===== config.mk =====
export PLATFORM = sky130hd
export DESIGN_NAME = lsu
export DESIGN_NICKNAME = d
export VERILOG_FILES = /design/src/rtl/lsu_pkg.sv /design/src/rtl/lsu_align.sv /design/src/rtl/lsu.sv
export SDC_FILE = /design/constraint.sdc
export NUM_CORES = 1
export LEC_CHECK = 0
export ABC_AREA = 0
export ABC_CLOCK_PERIOD_IN_PS = 2900
export CAP_MARGIN = 20
export CORE_UTILIZATION = 40
export CTS_CLUSTER_DIAMETER = 200
export DETAILED_ROUTE_END_ITERATION = 8
export GPL_TIMING_DRIVEN = 0
export PLACE_DENSITY = 0.8
export SKIP_CTS_REPAIR_TIMING = 1
export SYNTH_ARGS = -nofsm -noshare
export SYNTH_HDL_FRONTEND = slang
export SYNTH_HIERARCHICAL = 1
export SYNTH_SLANG_ARGS = --single-unit

===== constraint.sdc =====
create_clock -name i_clk -period 2.9 [get_ports i_clk]
set_clock_uncertainty 0.2 [all_clocks]
set_input_delay 0.58 -clock i_clk [delete_from_list [all_inputs] [get_ports i_clk]]
set_output_delay 0.58 -clock i_clk [all_outputs]
set_load 0.05 [all_outputs]

===== src/rtl/lsu_pkg.sv =====
// Shared definitions for the load/store unit: RV32 load/store funct3 codes and FSM states.
package lsu_pkg;

    localparam logic [2:0] F3_LB  = 3'b000;
    localparam logic [2:0] F3_LH  = 3'b001;
    localparam logic [2:0] F3_LW  = 3'b010;
    localparam logic [2:0] F3_LBU = 3'b100;
    localparam logic [2:0] F3_LHU = 3'b101;
    localparam logic [2:0] F3_LWU = 3'b110;

    localparam logic [2:0] F3_SB  = 3'b000;
    localparam logic [2:0] F3_SH  = 3'b001;
    localparam logic [2:0] F3_SW  = 3'b010;

    typedef enum logic [1:0] {
        ST_IDLE,
        ST_REQ,
        ST_RESP
    } lsu_state_t;

endpackage


===== src/rtl/lsu_align.sv =====
// Combinational byte-lane logic: store mask/lane shift, load extraction/extension,
// and the fault decode for misaligned or unsupported accesses.
module lsu_align
    import lsu_pkg::*;
#(
    parameter int WIDTH = 32
) (
    input  logic [2:0]       funct3,
    input  logic [1:0]       off,
    input  logic             rden,
    input  logic             wren,
    input  logic [WIDTH-1:0] wdata,
    input  logic [WIDTH-1:0] rdata,
    output logic [3:0]       wmask,
    output logic [WIDTH-1:0] wdata_lanes,
    output logic [WIDTH-1:0] rdata_ext,
    output logic             fault
);

    logic [4:0]       shamt;
    logic [WIDTH-1:0] word;
    logic             misalign;
    logic             bad_load;
    logic             bad_store;

    always_comb begin
        shamt       = {off, 3'b000};
        wdata_lanes = wdata << shamt;
        word        = rdata >> shamt;

        wmask = '0;
        case (funct3[1:0])
            2'b00:   wmask = 4'b0001 << off;
            2'b01:   wmask = 4'b0011 << off;
            2'b10:   wmask = 4'b1111;
            default: wmask = '0;
        endcase

        misalign = ((funct3[1:0] == 2'b01) && off[0])
                || ((funct3[1:0] == 2'b10) && (off != 2'b00));

        rdata_ext = '0;
        bad_load  = 1'b0;
        case (funct3)
            F3_LB:   rdata_ext = {{(WIDTH-8){word[7]}}, word[7:0]};
            F3_LH:   rdata_ext = {{(WIDTH-16){word[15]}}, word[15:0]};
            F3_LW:   rdata_ext = word;
            F3_LBU:  rdata_ext = {{(WIDTH-8){1'b0}}, word[7:0]};
            F3_LHU:  rdata_ext = {{(WIDTH-16){1'b0}}, word[15:0]};
            F3_LWU:  rdata_ext = word;
            default: bad_load  = 1'b1;
        endcase

        bad_store = !((funct3 == F3_SB) || (funct3 == F3_SH) || (funct3 == F3_SW));

        fault = (rden && wren)
             || (rden && (bad_load || misalign))
             || (wren && (bad_store || misalign));
    end

endmodule


===== src/rtl/lsu.sv =====
// Load/store unit: accepts one EXU operation, runs a req/ack word access to data
// memory, and returns extended load data or a fault to the write-back stage.
module lsu
    import lsu_pkg::*;
#(
    parameter int CPU_WIDTH = 32
) (
    input  logic                 i_clk,
    input  logic                 i_rst,
    input  logic                 i_valid,
    output logic                 o_ready,
    input  logic                 i_rden,
    input  logic                 i_wren,
    input  logic [2:0]           i_funct3,
    input  logic [CPU_WIDTH-1:0] i_addr,
    input  logic [CPU_WIDTH-1:0] i_wdata,
    output logic                 o_mem_req,
    output logic                 o_mem_we,
    output logic [CPU_WIDTH-1:0] o_mem_addr,
    output logic [CPU_WIDTH-1:0] o_mem_wdata,
    output logic [3:0]           o_mem_wmask,
    input  logic                 i_mem_ack,
    input  logic [CPU_WIDTH-1:0] i_mem_rdata,
    output logic                 o_valid,
    input  logic                 i_wbu_ready,
    output logic [CPU_WIDTH-1:0] o_rdata,
    output logic                 o_fault
);

    lsu_state_t state, state_next;

    logic [2:0]           funct3_q;
    logic [1:0]           off_q;
    logic                 load_q;
    logic [2:0]           sel_funct3;
    logic [1:0]           sel_off;
    logic [3:0]           al_wmask;
    logic [CPU_WIDTH-1:0] al_wdata;
    logic [CPU_WIDTH-1:0] al_rdata;
    logic                 al_fault;
    logic                 accept;
    logic                 mem_op;

    assign accept = i_valid && (state == ST_IDLE);
    assign mem_op = i_rden || i_wren;

    // One align instance serves both phases: live inputs while idle (request
    // decode), latched funct3/offset afterwards (load formatting on ack).
    assign sel_funct3 = (state == ST_IDLE) ? i_funct3    : funct3_q;
    assign sel_off    = (state == ST_IDLE) ? i_addr[1:0] : off_q;

    lsu_align #(
        .WIDTH (CPU_WIDTH)
    ) u_align (
        .funct3      (sel_funct3),
        .off         (sel_off),
        .rden        (i_rden),
        .wren        (i_wren),
        .wdata       (i_wdata),
        .rdata       (i_mem_rdata),
        .wmask       (al_wmask),
        .wdata_lanes (al_wdata),
        .rdata_ext   (al_rdata),
        .fault       (al_fault)
    );

    always_comb begin
        state_next = state;
        o_ready    = 1'b0;
        o_mem_req  = 1'b0;
        o_valid    = 1'b0;
        case (state)
            ST_IDLE: begin
                o_ready = 1'b1;
                if (accept) begin
                    if (!mem_op || al_fault) state_next = ST_RESP;
                    else                     state_next = ST_REQ;
                end
            end
            ST_REQ: begin
                o_mem_req = 1'b1;
                if (i_mem_ack) state_next = ST_RESP;
            end
            ST_RESP: begin
                o_valid = 1'b1;
                if (i_wbu_ready) state_next = ST_IDLE;
            end
            default: state_next = ST_IDLE;
        endcase
    end

    always_ff @(posedge i_clk) begin
        if (i_rst) begin
            state       <= ST_IDLE;
            funct3_q    <= '0;
            off_q       <= '0;
            load_q      <= 1'b0;
            o_mem_we    <= 1'b0;
            o_mem_addr  <= '0;
            o_mem_wdata <= '0;
            o_mem_wmask <= '0;
            o_rdata     <= '0;
            o_fault     <= 1'b0;
        end else begin
            state <= state_next;
            if (accept) begin
                funct3_q <= i_funct3;
                off_q    <= i_addr[1:0];
                load_q   <= i_rden;
                o_rdata  <= '0;
                o_fault  <= al_fault;
                if (mem_op && !al_fault) begin
                    o_mem_we    <= i_wren;
                    o_mem_addr  <= {i_addr[CPU_WIDTH-1:2], 2'b00};
                    o_mem_wdata <= al_wdata;
                    o_mem_wmask <= i_wren ? al_wmask : 4'b0000;
                end
            end
            if ((state == ST_REQ) && i_mem_ack && load_q) begin
                o_rdata <= al_rdata;
            end
        end
    end

endmodule


==> impl_metrics.yaml <==
critical_path:
  r2r-start: "state[1]"
  critPathMaxFanout: 10
  cp_cell_sequence: "nor2_4 -> mux2_4 -> buf_8 -> o21a_1 -> o22ai_2 -> nor2_2 -> a2bb2oi_2 -> or4b_4 -> buf_12 -> clkbuf_8 -> o21ai_2 -> a21oi_1"
  critical_path_class: "register to register"
  arrival_ns: 3.13
  reg2reg_slack_ns: -0.21
  crit_required_ns: 2.92
  cp_slowest_cell: "or4b_4"
  endpoint_kind: "register"
  rr_worst_depth: 12
  r2r_end: "o_mem_wdata[25]"
  cpPeakStageDelay_ns: 0.56
  start_kind: "register"
die:
  core_sq_mm: 0.01282
  fp.dieW_microns: 117.5
  num_rows: 41
  pin_count: 211
  die_h_microns: 117.5
  start_util: 0.4163
  die_area_sq_mm: 0.01381
power:
  power_density_mw_per_mm2: 532.5
  intPower_w: 0.002972
  clkPwrFrac: 0.295
  vdd_drop_max_v: 0.0004180
  p_sw_frac: 0.3393
  pwr-share-comb: 0.348
  power_switching_w: 0.001526
  power_frac_seq: 0.356
  cellLeakagePower_nw: 3.165
sta:
  tightest_slew_ns: 1.049
  rsz0062_at_grt: "yes"
  fin_crit_ns: 3.112
  fin_ws_ns: -0.2118
  hold_viol_final: 0
  fin_crit_sh: 1.073
  max_slew_margin: 0.2980
  finalMaxSlewViolations: 0
  setup_viol: 68
  max_freq_mhz: 321.4
  fin_tns_setup_ns: -10.59
clocking:
  clockBufferDepth: 2
  cts_sinks: 108
  cts_tree: "built"
  cts_buffers: 9
  clkLatencyLatePin_ns: 0.35
  clk_pin_slew_ns: 0.08
  cts_root_buf: "clkbuf_16"
  htreeDepth: 3
placement:
  pre_cts_ws_ns: -0.6117
  routabilityCongestion: 0.8640
  dp_hpwl_mm: 13.70
  dp_cells: 1007
  portBuffers: 208
worst_hold_path:
  holdPathStages: 2
  holdCritPathClass: "register to register"
  holdPathEnd: "o_mem_wdata[1]"
  hp-start: "o_mem_wdata[1]"
grt:
  track_usage: 0.2609
  grt_pass1_vias: 5085
  antenna_found_initial: 0
  grt_max_degree: 18
  grt_pass1_wl_mm: 28.15
  grt_overflow_total: 0
finish:
  layout_commonest_cell: "clkdlybuf4s50_1"
  seq_area_sq_mm: 0.002167
  final_cell_mix: "clkdlybuf4s50_1 (206), dfxtp_1 (106), a21oi_1 (73), nand3_1 (63), o21ai_2 (52)"
  nNetsFinal: 966
  fillers: 1062
  n_antenna_cell: 0
  syn2layout_area_growth_pct: 58.24
  multi_input_area_sq_mm: 0.003038
  drive_above_1_share: 0.1782
  final_cells: 1036
synthesis:
  synth.avg_cell_area_sq_um: 8.529
  yosysTopAreaCell: "dfxtp_1"
  yosysTopAreaCellShare: 0.4050
  ys_warn_count: 6
  ys_seq_elements: 108
  synth_cell_types: 47
  yosys_most_used_dff: "dfxtp_1"
  syn-instance-count: 626
  synth.area.top_cells: "dfxtp_1 (40%), o21ai_0 (7.5%), mux2i_1 (7.3%)"
  syn_area_sq_mm: 0.005339
  synthArstFlopShare: 0
  yosysSeqAreaShare: 0.4050
  synth_edf_count: 0
routing:
  drtIter0Drc: 436
  vias: 5686
  drc: 0
  drt-total-wl_mm: 19.17
  ant_nets: 0
  wl_per_cell_microns: 18.50
  vias_per_cell: 5.488
  dr.pass1.iters: 5
job:
  drv_cap: 0
run_status:
  violations: "negative setup slack"
  status: "finished, violations left"
Yosys cell counts (2+ instances only):
master and instances:
a211o_1 8, o22ai_1 2, a211oi_1 23, nand2_2 8, and2_1 9, nor2b_1 18
and2b_1 2, or2_2 4, a22oi_1 2, dfxtp_1 108, a22o_1 36, mux2i_1 39
mux2_2 5, inv_1 4, o21ai_2 2, a21oi_1 75, nand3_1 63, nand2_1 17
clkbuf_2 6, nor2_1 31, clkbuf_1 26, buf_4 6, buf_1 3, o21ai_0 80
mux2_4 2, buf_2 21, buf_6 6
flip-flops by register name, summed over array words and instances, names as in the netlist:
signal,cells
o_fault,1
off_q,2
state,2
o_mem_we,1
load_q,1
o_mem_addr,30
o_mem_wdata,32
o_rdata,32
o_mem_wmask,4
funct3_q,3
kinds of logic (layout without fill, tap and decap cells):
| logic type | after synthesis | after routing | share of synthesized area |
|---|---|---|---|
| other | 1 | 2 | 0.0007024 |
| AND/OR/NAND/NOR | 162 | 162 | 0.1605 |
| buffers and inverters | 72 | 309 | 0.06960 |
| multiplexers | 46 | 46 | 0.08929 |
| XOR/XNOR | 1 | 1 | 0.001641 |
| AO/OA/AOI/OAI | 236 | 236 | 0.2733 |
| flip-flops | 108 | 108 | 0.4050 |
routing by layer:
layer  wire [microns]  track usage  up-vias
met5                0            0        -
met4              667       0.1098        0
met3             1122      0.04942       42
met2             8957       0.4027      223
met1             8418       0.3555     2685
li1                 -            -     2736
worst max-delay path: cells and delay by family, from the launching register on:
family | cells | cell delay, ns
multiplexers | 1 | 0.37
flip-flops | 1 | 0.36
AND/OR/NAND/NOR | 3 | 0.79
AO/OA/AOI/OAI | 5 | 0.75
buffers and inverters | 3 | 0.49
worst max-delay path by stage:
| stage | start | to | slack [ns] | cells after the start |
|---|---|---|---|---|
| 2_1_floorplan | state[0] | o_mem_addr[10] | -0.17 | 13 |
| 3_3_place_gp | i_addr[0] | o_mem_wmask[1] | -0.60 | 12 |
| 3_5_place_dp | i_addr[0] | o_mem_addr[20] | -0.61 | 13 |
| 4_1_cts | i_addr[0] | o_mem_addr[3] | -0.29 | 13 |
| 5_1_grt | state[1] | o_mem_wdata[25] | -0.31 | 12 |
| 6_report | state[1] | o_mem_wdata[25] | -0.21 | 12 |
metrics by stage:
| step | cell area (sq um) | total power, W | hold slack [ns] | utilization |
|---|---|---|---|---|
| after floorplan | 5440 | 0.002560 | 0.2561 | - |
| after global placement | 7737 | 0.003046 | 0.2610 | 0.6033 |
| after detailed placement | 7737 | 0.003050 | 0.2631 | 0.6033 |
| after CTS | 8051 | 0.004369 | 0.2800 | 0.6278 |
| after global routing | 8448 | 0.004677 | 0.2681 | 0.6587 |
| final | 8448 | 0.004498 | 0.2627 | 0.6587 |
power by group through the flow:
stage	registers [W]	logic (W)	clock network (W)
5_1_grt	0.00161	0.00167	0.00140
2_1_floorplan	0.00183	0.000729	0
3_5_place_dp	0.00163	0.00143	0
6_report	0.00160	0.00157	0.00133
3_3_place_gp	0.00162	0.00142	0
4_1_cts	0.00159	0.00143	0.00134
final cells by class:
class / count / share of cell area
Multi-Input combinational cell: 447 / 0.3596
Timing Repair Buffer: 225 / 0.2684
Tap cell: 172 / 0.02547
Buffer: 65 / 0.05110
Clock inverter: 5 / 0.01007
Clock buffer: 10 / 0.02710
Inverter: 4 / 0.001777
Sequential cell: 108 / 0.2565
Note: power is estimated with default switching activity, not from simulation.
